File: src/rtl/riscv_pkg.sv
// Shared RV32I constants and MEM-stage types.
package riscv_pkg;

  localparam logic [6:0] OP_LOAD  = 7'b0000011;
  localparam logic [6:0] OP_STORE = 7'b0100011;

  localparam logic [2:0] F3_B  = 3'b000;
  localparam logic [2:0] F3_H  = 3'b001;
  localparam logic [2:0] F3_W  = 3'b010;
  localparam logic [2:0] F3_BU = 3'b100;
  localparam logic [2:0] F3_HU = 3'b101;

  typedef enum logic [1:0] {
    IDLE = 2'd0,
    REQ  = 2'd1,
    WAIT = 2'd2,
    DONE = 2'd3
  } mem_state_t;

  // Instruction fields held for the whole memory transaction.
  typedef struct packed {
    logic [31:0] alu;
    logic [4:0]  rd;
    logic        regwrite;
    logic [6:0]  op;
    logic [2:0]  funct3;
    logic        we;
    logic [31:0] wdata;
    logic [3:0]  wstrb;
  } mem_cap_t;

  // Legal size code for the access kind, and natural alignment for that size.
  function automatic logic access_legal(input logic is_load, input logic [2:0] f3,
                                        input logic [1:0] a);
    logic f3_ok;
    logic size_ok;
    f3_ok = is_load ? (f3 != 3'b011 && f3 != 3'b110 && f3 != 3'b111) : (f3 < 3'b011);
    case (f3[1:0])
      2'b01:   size_ok = ~a[0];
      2'b10:   size_ok = (a == 2'b00);
      default: size_ok = 1'b1;
    endcase
    return f3_ok & size_ok;
  endfunction

endpackage

File: src/rtl/load_align.sv
// Extracts the addressed byte/halfword from a raw load word and extends it.
module load_align
  import riscv_pkg::*;
(
  input  logic [31:0] rdata,
  input  logic [1:0]  addr_lo,
  input  logic [2:0]  funct3,
  output logic [31:0] data
);

  logic [31:0] byte_sh;
  logic [31:0] half_sh;

  // Shift the addressed lane down, then sign/zero-extend by access type.
  always_comb begin
    byte_sh = rdata >> {addr_lo, 3'b000};
    half_sh = rdata >> {addr_lo[1], 4'b0000};
    case (funct3)
      F3_B:    data = {{24{byte_sh[7]}}, byte_sh[7:0]};
      F3_H:    data = {{16{half_sh[15]}}, half_sh[15:0]};
      F3_W:    data = rdata;
      F3_BU:   data = {24'h0, byte_sh[7:0]};
      F3_HU:   data = {16'h0, half_sh[15:0]};
      default: data = 32'h0;
    endcase
  end

endmodule

File: src/rtl/mem_access_stage.sv
// RV32I MEM stage: issues one load/store at a time, stalls upstream while it
// is outstanding, and forwards ALU results untouched.
module mem_access_stage
  import riscv_pkg::*;
#(
  parameter int ADDR_W = 32
) (
  input  logic              clk,
  input  logic              reset,
  input  logic              in_valid,
  input  logic [31:0]       alu_in,
  input  logic [31:0]       store_data_in,
  input  logic [4:0]        rd_in,
  input  logic              regwrite_in,
  input  logic [6:0]        op_in,
  input  logic [2:0]        funct3_in,
  output logic              stall_o,
  output logic              mem_req_valid,
  input  logic              mem_req_ready,
  output logic              mem_req_we,
  output logic [ADDR_W-1:0] mem_req_addr,
  output logic [31:0]       mem_req_wdata,
  output logic [3:0]        mem_req_wstrb,
  input  logic              mem_rsp_valid,
  input  logic [31:0]       mem_rsp_rdata,
  output logic              out_valid,
  output logic [31:0]       dm_out,
  output logic [31:0]       alu_out,
  output logic [4:0]        rd_out,
  output logic              regwrite_out,
  output logic [6:0]        op_out,
  output logic              misalign_o
);

  mem_state_t  state, state_nxt;
  mem_cap_t    cap;
  logic [31:0] dm_q;
  logic        is_load_in, is_store_in, is_mem_in, legal_in, take, drop;
  logic [3:0]  wstrb_in;
  logic [31:0] wdata_in;
  logic [31:0] ld_data;

  assign is_load_in  = (op_in == OP_LOAD);
  assign is_store_in = (op_in == OP_STORE);
  assign is_mem_in   = in_valid & (is_load_in | is_store_in);
  assign legal_in    = access_legal(is_load_in, funct3_in, alu_in[1:0]);
  assign take        = (state == IDLE) & is_mem_in & legal_in;
  assign drop        = (state == IDLE) & is_mem_in & ~legal_in;

  // Replicate store data across byte lanes and build the matching strobe.
  always_comb begin
    wstrb_in = 4'b1111;
    wdata_in = store_data_in;
    case (funct3_in[1:0])
      2'b00: begin
        wstrb_in = 4'b0001 << alu_in[1:0];
        wdata_in = {4{store_data_in[7:0]}};
      end
      2'b01: begin
        wstrb_in = 4'b0011 << alu_in[1:0];
        wdata_in = {2{store_data_in[15:0]}};
      end
      default: ;
    endcase
  end

  load_align u_load_align (
    .rdata   (mem_rsp_rdata),
    .addr_lo (cap.alu[1:0]),
    .funct3  (cap.funct3),
    .data    (ld_data)
  );

  // State register; reset abandons any transaction in flight.
  always_ff @(posedge clk or posedge reset) begin
    if (reset) state <= IDLE;
    else       state <= state_nxt;
  end

  // Next state: responses only count while waiting for one.
  always_comb begin
    state_nxt = state;
    case (state)
      IDLE: if (take)          state_nxt = REQ;
      REQ:  if (mem_req_ready) state_nxt = cap.we ? DONE : WAIT;
      WAIT: if (mem_rsp_valid) state_nxt = DONE;
      DONE:                    state_nxt = IDLE;
      default:                 state_nxt = IDLE;
    endcase
  end

  // Capture the instruction on acceptance and the aligned word on response.
  always_ff @(posedge clk or posedge reset) begin
    if (reset) begin
      cap  <= '0;
      dm_q <= '0;
    end else begin
      if (take) begin
        cap.alu      <= alu_in;
        cap.rd       <= rd_in;
        cap.regwrite <= regwrite_in;
        cap.op       <= op_in;
        cap.funct3   <= funct3_in;
        cap.we       <= is_store_in;
        cap.wdata    <= is_store_in ? wdata_in : 32'h0;
        cap.wstrb    <= is_store_in ? wstrb_in : 4'h0;
        dm_q         <= '0;
      end
      if (state == WAIT && mem_rsp_valid) dm_q <= ld_data;
    end
  end

  // Outputs: pass-through in IDLE, captured fields in DONE, silent otherwise.
  always_comb begin
    out_valid     = 1'b0;
    alu_out       = alu_in;
    rd_out        = rd_in;
    regwrite_out  = regwrite_in;
    op_out        = op_in;
    dm_out        = 32'h0;
    stall_o       = 1'b0;
    misalign_o    = 1'b0;
    mem_req_valid = 1'b0;
    case (state)
      IDLE: begin
        out_valid = in_valid & ~take;
        stall_o   = take;
        if (drop) begin
          regwrite_out = 1'b0;
          misalign_o   = 1'b1;
        end
      end
      REQ: begin
        mem_req_valid = 1'b1;
        stall_o       = 1'b1;
      end
      WAIT: stall_o = 1'b1;
      DONE: begin
        out_valid    = 1'b1;
        alu_out      = cap.alu;
        rd_out       = cap.rd;
        regwrite_out = cap.regwrite;
        op_out       = cap.op;
        dm_out       = dm_q;
      end
      default: ;
    endcase
  end

  assign mem_req_we    = cap.we;
  assign mem_req_addr  = {cap.alu[ADDR_W-1:2], 2'b00};
  assign mem_req_wdata = cap.wdata;
  assign mem_req_wstrb = cap.wstrb;

endmodule

File: config.mk
export PLATFORM = sky130hd
export DESIGN_NAME = mem_access_stage
export DESIGN_NICKNAME = d
export VERILOG_FILES = /design/src/rtl/riscv_pkg.sv /design/src/rtl/load_align.sv /design/src/rtl/mem_access_stage.sv
export SDC_FILE = /design/constraint.sdc
export NUM_CORES = 1
export LEC_CHECK = 0
export BUFFER_PORTS_ARGS = -buffer_cell sky130_fd_sc_hd__buf_2
export CAP_MARGIN = 5
export CORE_MARGIN = 3
export CORE_UTILIZATION = 40
export CTS_CLUSTER_DIAMETER = 50
export DETAILED_ROUTE_END_ITERATION = 10
export PLACE_DENSITY = 0.69
export SETUP_SLACK_MARGIN = 0.3
export SLEW_MARGIN = 20
export SYNTH_ARGS = -nofsm -noshare
export SYNTH_HDL_FRONTEND = slang
export SYNTH_HIERARCHICAL = 1
export SYNTH_SLANG_ARGS = --single-unit
File: constraint.sdc
create_clock -name clk -period 3.5 [get_ports clk]
set_clock_uncertainty 0.15 [all_clocks]
set_input_delay 0.175 -clock clk [delete_from_list [all_inputs] [get_ports clk]]
set_output_delay 0.175 -clock clk [all_outputs]
set_load 0.02 [all_outputs]
; Yosys cells after proc, flatten, opt, wreduce, memory -nomap -nowiden
; Index checks and enable logic that the tools add are counted.
[totals]
register_bits = 119
input_bits = 117
output_inout_bits = 150
wordCells = 77
[classes]
magnitude_cmp = 1
n_eq_ne = 17
shifts = 4
n_mux = 25
bitwise_logic = 10
reduce_logical = 10
[op_table]
columns = operator, n
row1 = 32-bit 2-to-1 mux, 5
row2 = 32-bit one-hot mux with 5 select lines, 1
row3 = 32-bit one-hot mux with 2 select lines, 1
row4 = 32-bit by 5-bit right shift with 16-bit output, 1
row5 = 32-bit by 5-bit right shift with 8-bit output, 1
row6 = 1-bit one-hot mux with 2 select lines, 4
row7 = 2-bit one-hot mux with 4 select lines, 1
row8 = 4-bit one-hot mux with 2 select lines, 1
row9 = 7-bit by 2-bit == test with 1-bit output (second input constant), 1
row10 = 7-bit by 6-bit == test with 1-bit output (second input constant), 1
row11 = 7-bit 2-to-1 mux, 1
row12 = 1-bit bitwise AND, 6
row13 = 2-bit == test (second input constant), 3
row14 = 3-bit == test (second input constant), 2
row15 = 2-bit zero test, 3
row16 = 1-bit 2-to-1 mux, 6
row17 = 2-bit 2-to-1 mux, 3
row18 = 2-bit inequality test (second input constant), 3
row19 = 3-bit inequality test (second input constant), 2
row20 = 5-bit 2-to-1 mux, 1
row21 = 2-bit by 1-bit == test with 1-bit output (second input constant), 2
row22 = 4-bit 2-to-1 mux, 1
row23 = 1-bit by 2-bit left shift with 4-bit output (first input constant), 1
row24 = 2-bit by 2-bit left shift with 4-bit output (first input constant), 1
row25 = 11 further kinds, 15

; Logic depth before layout (Yosys ltp)
; Gate-level depths: netlist of the first run.
[logic_depth]
ltp_word = 9
mapped_depth = 9
ltp_nobuf = 6

; Modules after synthesis
; The synthesis of the first run kept the hierarchy.
[by_module_without_submodules]
columns = mod, n_inst, cells_each, area_each_um2, seq_area_each_um2
row1 = mem_access_stage, 1, 642, 6628.9, 2977.9
row2 = load_align, 1, 114, 854.6, 0.0

; Worst setup path before layout of the first run
; OpenSTA, ideal clock, no wires.
[synth_timing]
kind = register -> output
startpoint = reg state[0]
endpoint = out stall_o
arrival_time_ns = 1.965
required_ns = 3.175
setup_slack_ns = 1.210
stages_incl_launch_ff = 9
path_cell_list = dfrtp_1 -> inv_1 -> ha_1 -> and4b_1 -> o311ai_2 -> or2_1 -> buf_6 -> buf_2 -> a21oi_1
[synth_between]
elab_chain_cells = 4
[synth_lines]
columns = item, line_no
row1 = start: declaration, mem_access_stage.sv:35  ; mem_state_t state, state_nxt;
row2 = start signal: assignment, mem_access_stage.sv:77  ; else state <= state_nxt;
row3 = 2-bit zero test, "mem_access_stage.sv:47, mem_access_stage.sv:124"
row4 = 1-bit bitwise AND (2 in a row), mem_access_stage.sv:47  ; assign take = (state == IDLE) & is_mem_in & legal_in;
row5 = 1-bit one-hot mux with 2 select lines (*), mem_access_stage.sv:124  ; case (state)
row6 = end: declaration, mem_access_stage.sv:17  ; output logic stall_o,
; Every way passes the cells marked *; elsewhere a longest branch is shown, timed or not.

; Final worst setup path of the first run
[layout_timing]
startpoint = in funct3_in[0]
endpoint = out stall_o
[layout_between]
elab_chain_cells = 7
[layout_lines]
columns = item, line_no
row1 = start: declaration, mem_access_stage.sv:16  ; input logic [2:0] funct3_in,
row2 = "parallel branches: the longest is 4 deep, another holds 3-bit by 2-bit less-than comparator with 1-bit output", -
row3 = 1-bit bitwise AND (*), riscv_pkg.sv:43  ; return f3_ok & size_ok;
row4 = 1-bit bitwise AND (*), mem_access_stage.sv:47
row5 = 1-bit one-hot mux with 2 select lines (*), mem_access_stage.sv:124
; Every way passes the cells marked *.

==> metrics.cfg, run 1 <==
[setup_path]
crit-reg2reg-capture=mem_req_wdata[22]
cp.required_ps=3170
start_kind=input pin
critPathKind=in2out
reg2reg_slack_ps=890
crit_end=stall_o
setup.worst_path.start=funct3_in[0]
slowest_delay_ps=550
reg2regPathDepth=7
timing.rr.start=state[0]
crit_top_cell=buf_2
crit_slowest_cell=dlygate4sd3_1
cp_max_fo=24
cp.arrival_ps=2750
path_cells=dlygate4sd3_1 -> buf_2 -> ha_1 -> nor2b_1 -> o311ai_4 -> or2_4 -> a21oi_1 -> buf_2
worst_setup_path_end_kind=output pin

[clock_network]
h-tree-depth=4
ctsRootBufferMaster=clkbuf_16
cts.sinks=119
cts_setup_buffers=0
cts_tree=done
cts.clk_slew.worst_paths_ps=60
cts_buffers=17
clock_path_buffers=2
clk_latency_ps=410

[floorplan]
initial_utilization=0.412
dieArea_sq_um=20400
fp.dieH_um=143
die_x_um=143
num_rows=49
core_area_sq_um=18100
io-pin-count=267

[route]
routed_wl_mm=22.2
post_drt_via_cell_ratio=5.23
drc=0
vias=6510
drtIter0Drc=403
firstDrtPassIters=5
wl_per_cell_um=17.8
drt.antenna.violating_nets=0

[final_layout]
area_growth_pct=31.4
num-fill-cells=1598
layout-drive-gt1-share=0.419
nets=1126

[timing]
min_period_over_period=0.879
slew_headroom=0.314
fmax_ghz=0.325
setup_viol=0
fin_crit_ps=3080
grt_setup_unrepaired=true
fin_setup_tns_ps=0
fin_ws_ps=422
hold_violations=0
maxSlewViolCount=0
worst_slew_pin_slew_ps=1030

[run]
drv_cap=0

[synthesis]
netlist_instances=756
synth_area_leader_cell=dfrtp_1
yosys_most_used_dff=dfrtp_1
yosys.area.top_type_share=0.398
synth_cell_types=50
ys_seq_elements=119
synth_top_cells_by_area=dfrtp_1 (40%), mux2_2 (10%), o21ai_0 (7.6%), mux2_4 (7.0%), buf_4 (6.9%)
ys_seq_area_frac=0.398
synth_commonest_cells=dfrtp_1 (119), o21ai_0 (114), nand2_1 (91)
synth_edf_count=0
syn_avg_cell_area_sq_um=9.90
synthArstFlopShare=1.00
yosysWarnings=6
synth_most_common_cell=dfrtp_1
synth_area_sq_um=7480

[global_routing]
grt_overflow=0
grt_pass1_wl_mm=34.2
grt_max_degree=49
gr-usage-all-layers=0.211
antenna_found_initial=0
grt_pass1_vias=6459

[placement]
io_buffers=264
post-dp-hpwl_mm=14.9
dpl_worst_slack_ps=803
globalplace.congestion=0.945

[hold_path]
min_path_type=in2reg

[power_and_ir_drop]
p_leak_nw=5.03
power.internal_mw=3.70
p_seq_frac=0.303
combPwrFrac=0.357
switching_share=0.354
p_clk_frac=0.340
p_switching_mw=2.02
power_density_nw_per_um2=581
vdd_ir_drop_max_mv=0.325

[outcome]
status=finished clean

[repair_timing]
| action | 4_1_cts | 5_1_grt |
|---|---|---|
| hold endpoints to repair | 113 | 0 |
| hold buffers | 79 | 0 |
| setup endpoints to repair | 0 | 1 |
| resized for setup | 0 | 0 |
[layout by cell type, fill, tap and decap left out, types with 15 or more instances in the layout]
cell / netlist / final
o211ai_1: 16 / 16
buf_2: 10 / 264
dfrtp_1: 119 / 119
mux2_4: 35 / 35
clkbuf_16: 0 / 17
nand2_1: 91 / 91
and2_1: 38 / 38
o21ai_0: 114 / 114
nand3_1: 20 / 20
dlygate4sd3_1: 0 / 79
mux2_2: 68 / 68
a22oi_1: 15 / 15
[critical path: cells and delay by family]
| family | cells | cell delay (ps) |
|---|---|---|
| buffers and inverters | 3 | 910 |
| AOI/OAI and AO/OA | 2 | 600 |
| and+or+nand+nor | 2 | 700 |
| adders and majority gates | 1 | 370 |
[kinds of logic (layout without fill, tap and decap cells)]
family,after synthesis,after routing,synth area share
flops,119,119,0.398
compound gates,187,187,0.151
simple gates,185,186,0.125
other cells,1,3,0.000501
fa+ha+maj,8,8,0.0134
buf+inv,139,395,0.121
mux,117,117,0.191
[state kept, by name, indices dropped and copies added, names as in the netlist]
| name | flops |
|---|---|
| dm_q | 32 |
| mem_req_wdata | 32 |
| mem_req_addr | 30 |
| cap | 18 |
| mem_req_wstrb | 4 |
| state | 2 |
| mem_req_we | 1 |
[layer usage]
metal	routed length (um)	global-route usage
met5	0	0
met4	503	0.0695
met3	1680	0.0583
met1	9200	0.269
met2	10800	0.347
[worst min path at each step]
stage / startpoint / endpoint / slack (ps) / cells after the start
3_5_place_dp: reset / cap[50] / 260 / 2
5_1_grt: alu_in[1] / cap[54] / 20 / 2
6_report: mem_rsp_rdata[19] / dm_q[19] / 20 / 5
4_1_cts: alu_in[0] / cap[53] / 0.9 / 2
2_1_floorplan: store_data_in[0] / mem_req_wdata[0] / 170 / 2
3_3_place_gp: reset / cap[50] / 270 / 2
[power by group through the flow]
stage | sequential [mW] | combinational (mW) | clock, mW
6_report | 1.73 | 2.04 | 1.95
5_1_grt | 1.76 | 2.22 | 2.04
4_1_cts | 1.73 | 2.04 | 1.97
3_5_place_dp | 1.76 | 1.96 | 0
3_3_place_gp | 1.75 | 1.94 | 0
2_1_floorplan | 1.70 | 1.43 | 0
[stage by stage]
stage | power [mW] | util | instances | hold WS, ps | cell area [sq um]
6_report | 5.72 | 0.542 | 1244 | 17.9 | 9830
5_1_grt | 6.02 | 0.542 | 1243 | 19.1 | 9830
4_1_cts | 5.75 | 0.541 | 1242 | 0.879 | 9820
3_5_place_dp | 3.72 | 0.462 | 1131 | 261 | 8380
3_3_place_gp | 3.69 | 0.462 | 1131 | 267 | 8380
2_1_floorplan | 3.13 | - | 757 | 170 | 7490
[cell type report]
cell class	count	area (sq um)	share of cell area
clock inverter	15	225	0.0229
clock buffer	17	425	0.0433
antenna	1	2.50	0.000254
sequential	119	2980	0.303
timing repair buffer	355	2240	0.228
tap	229	287	0.0291
inverter	8	33.8	0.00344
multi-input combinational	500	3640	0.370
Note: power is estimated with default switching activity, not from simulation.
==> inputs of run 2 (changes only) <==
--- a/config.mk
+++ b/config.mk
@@ -8,10 +8,10 @@
 export BUFFER_PORTS_ARGS = -buffer_cell sky130_fd_sc_hd__buf_2
 export CAP_MARGIN = 5
 export CORE_MARGIN = 3
-export CORE_UTILIZATION = 40
+export CORE_UTILIZATION = 46
 export CTS_CLUSTER_DIAMETER = 50
 export DETAILED_ROUTE_END_ITERATION = 10
-export PLACE_DENSITY = 0.69
+export PLACE_DENSITY = 0.78
 export SETUP_SLACK_MARGIN = 0.3
 export SLEW_MARGIN = 20
 export SYNTH_ARGS = -nofsm -noshare
==> metrics.cfg, run 2 (same netlist as run 1, synthesis figures left out) <==
[route]
drc=0  ; unchanged
routed_wl_mm=22.6  ; +1.8%
post_drt_via_cell_ratio=5.42  ; +3.6%
drt.antenna.violating_nets=0  ; unchanged
firstDrtPassIters=5  ; unchanged
drtIter0Drc=584  ; +45%
vias=6636  ; +1.9%
wl_per_cell_um=18.4  ; +3.5%

[power_and_ir_drop]
vdd_ir_drop_max_mv=0.340  ; +4.6%
power_density_nw_per_um2=571  ; -1.7%
finalPower_mw=5.58  ; -2.5%
p_leak_nw=5.00  ; -0.58%

[setup_path]
cp.arrival_ps=2750  ; about the same
cp_max_fo=35  ; +46%
reg2regPathDepth=5  ; -2
cp.required_ps=3170  ; about the same
start_kind=flop
timing.rr.start=cap[38]
reg2reg_slack_ps=880  ; about the same
worst_setup_path_end_kind=output pin
crit-reg2reg-capture=dm_q[30]
critPathKind=reg2out

[timing]
worst_slew_pin_slew_ps=1100  ; +73.2 ps
slew_headroom=0.266  ; -0.0488
fmax_ghz=0.326  ; +0.25%
fin_ws_ps=430  ; +7.62 ps
maxSlewViolCount=0  ; unchanged
setup_viol=0  ; unchanged
hold_violations=0  ; unchanged
min_period_over_period=0.877  ; -0.00218
grt_setup_unrepaired=false
fin_setup_tns_ps=0  ; unchanged
fin_crit_ps=3070  ; -7.62 ps
timing.hold.ws_ps=19.8  ; +1.82 ps

[clock_network]
cts.sinks=119  ; unchanged
cts.clk_slew.worst_paths_ps=60  ; about the same
h-tree-depth=4  ; unchanged
cts_buffers=17  ; unchanged
cts_tree=done
cts_setup_buffers=0  ; unchanged
clk_latency_ps=420  ; about the same
ctsRootBufferMaster=clkbuf_16
clock_path_buffers=2  ; unchanged

[global_routing]
grt_max_degree=120  ; +140%
grt_pass1_wl_mm=35.4  ; +3.3%
grt_overflow=0  ; unchanged
grt_pass1_vias=6596  ; +2.1%
gr-usage-all-layers=0.247  ; +0.0358
antenna_found_initial=0  ; unchanged

[outcome]
status=finished clean

[placement]
io_buffers=264  ; unchanged
globalplace.congestion=0.879  ; -7.0%
dpl_worst_slack_ps=570  ; -232 ps
post-dp-hpwl_mm=14.7  ; -1.1%
place_area_sq_um=8340  ; -0.54%

[hold_path]
min_to=dm_q[17]
min_path_type=in2reg
hold_path_depth=5  ; unchanged
hp-start=mem_rsp_rdata[17]

[run]
drv_cap=0  ; unchanged

[floorplan]
initial_utilization=0.482  ; +0.0692
io-pin-count=267  ; unchanged
num_rows=45  ; -8.2%
core_area_sq_um=15500  ; -14%
die_x_um=134  ; -6.5%
dieArea_sq_um=17800  ; -13%
fp.dieH_um=134  ; -6.5%

[final_layout]
nets=1124  ; -0.18%
layout-drive-gt1-share=0.421  ; +0.00182
area_growth_pct=30.4
layout_commonest_cell=buf_2
layout_common_cells=buf_2 (264), dfrtp_1 (119), o21ai_0 (114)
fin_area_sq_um=9760  ; -0.73%

run 2: worst max path at each step:
stage | endpoint | start | slack, ps | depth (start not counted)
floorplan | stall_o | state[0] | 1210 | 8
global placement | stall_o | state[0] | 600 | 9
detailed placement | stall_o | state[1] | 570 | 9
CTS | stall_o | state[0] | 360 | 9
global route | stall_o | funct3_in[0] | 310 | 11
finish | stall_o | state[0] | 430 | 9
run 2: what timing repair did:
action	CTS	global route
setup endpoints to repair	1	1
resized for setup	3	3
cloned	0	0
hold endpoints to repair	192	0
hold buffers	79	0
run 2: critical path, cell delays in order (launching register included):
cell,delay (ps)
dfrtp_1,440
inv_1,110
ha_2,240
and4b_1,280
o311ai_4,130
buf_4,210
or2_4,330
buf_16,220
a21oi_1,160
buf_2,180
run 2: metal layers:
metal	vias to the layer above	part of all wire	global-route usage
li1	3070	-	-
met3	35	0.071	0.0476
met5	-	0	0
met2	326	0.50	0.427
met1	3205	0.41	0.309
met4	0	0.017	0.0851
run 2: power by group:
group | total [mW] | switching (mW) | leakage, nW | internal [mW]
sequential | 1.73 | 0.135 | 1.61 | 1.60
clock | 1.79 | 0.667 | 0.290 | 1.12
combinational | 2.06 | 1.22 | 3.10 | 0.837
total | 5.58 | 2.02 | 5.00 | 3.55
run 2: layout make-up:
class	count	area [sq um]
fill	1261	5780
multi-input combinational	499	3640
sequential	119	2980
timing repair buffer	354	2240
clock buffer	17	425
tap	211	264
clock inverter	15	176
inverter	8	33.8
antenna	1	2.50
run 2: per-stage QoR:
| step | utilization | instances |
|---|---|---|
| after floorplan | - | 757 |
| after global placement | 0.537 | 1112 |
| after detailed placement | 0.537 | 1112 |
| after CTS | 0.627 | 1223 |
| after global routing | 0.628 | 1223 |
| final | 0.628 | 1224 |
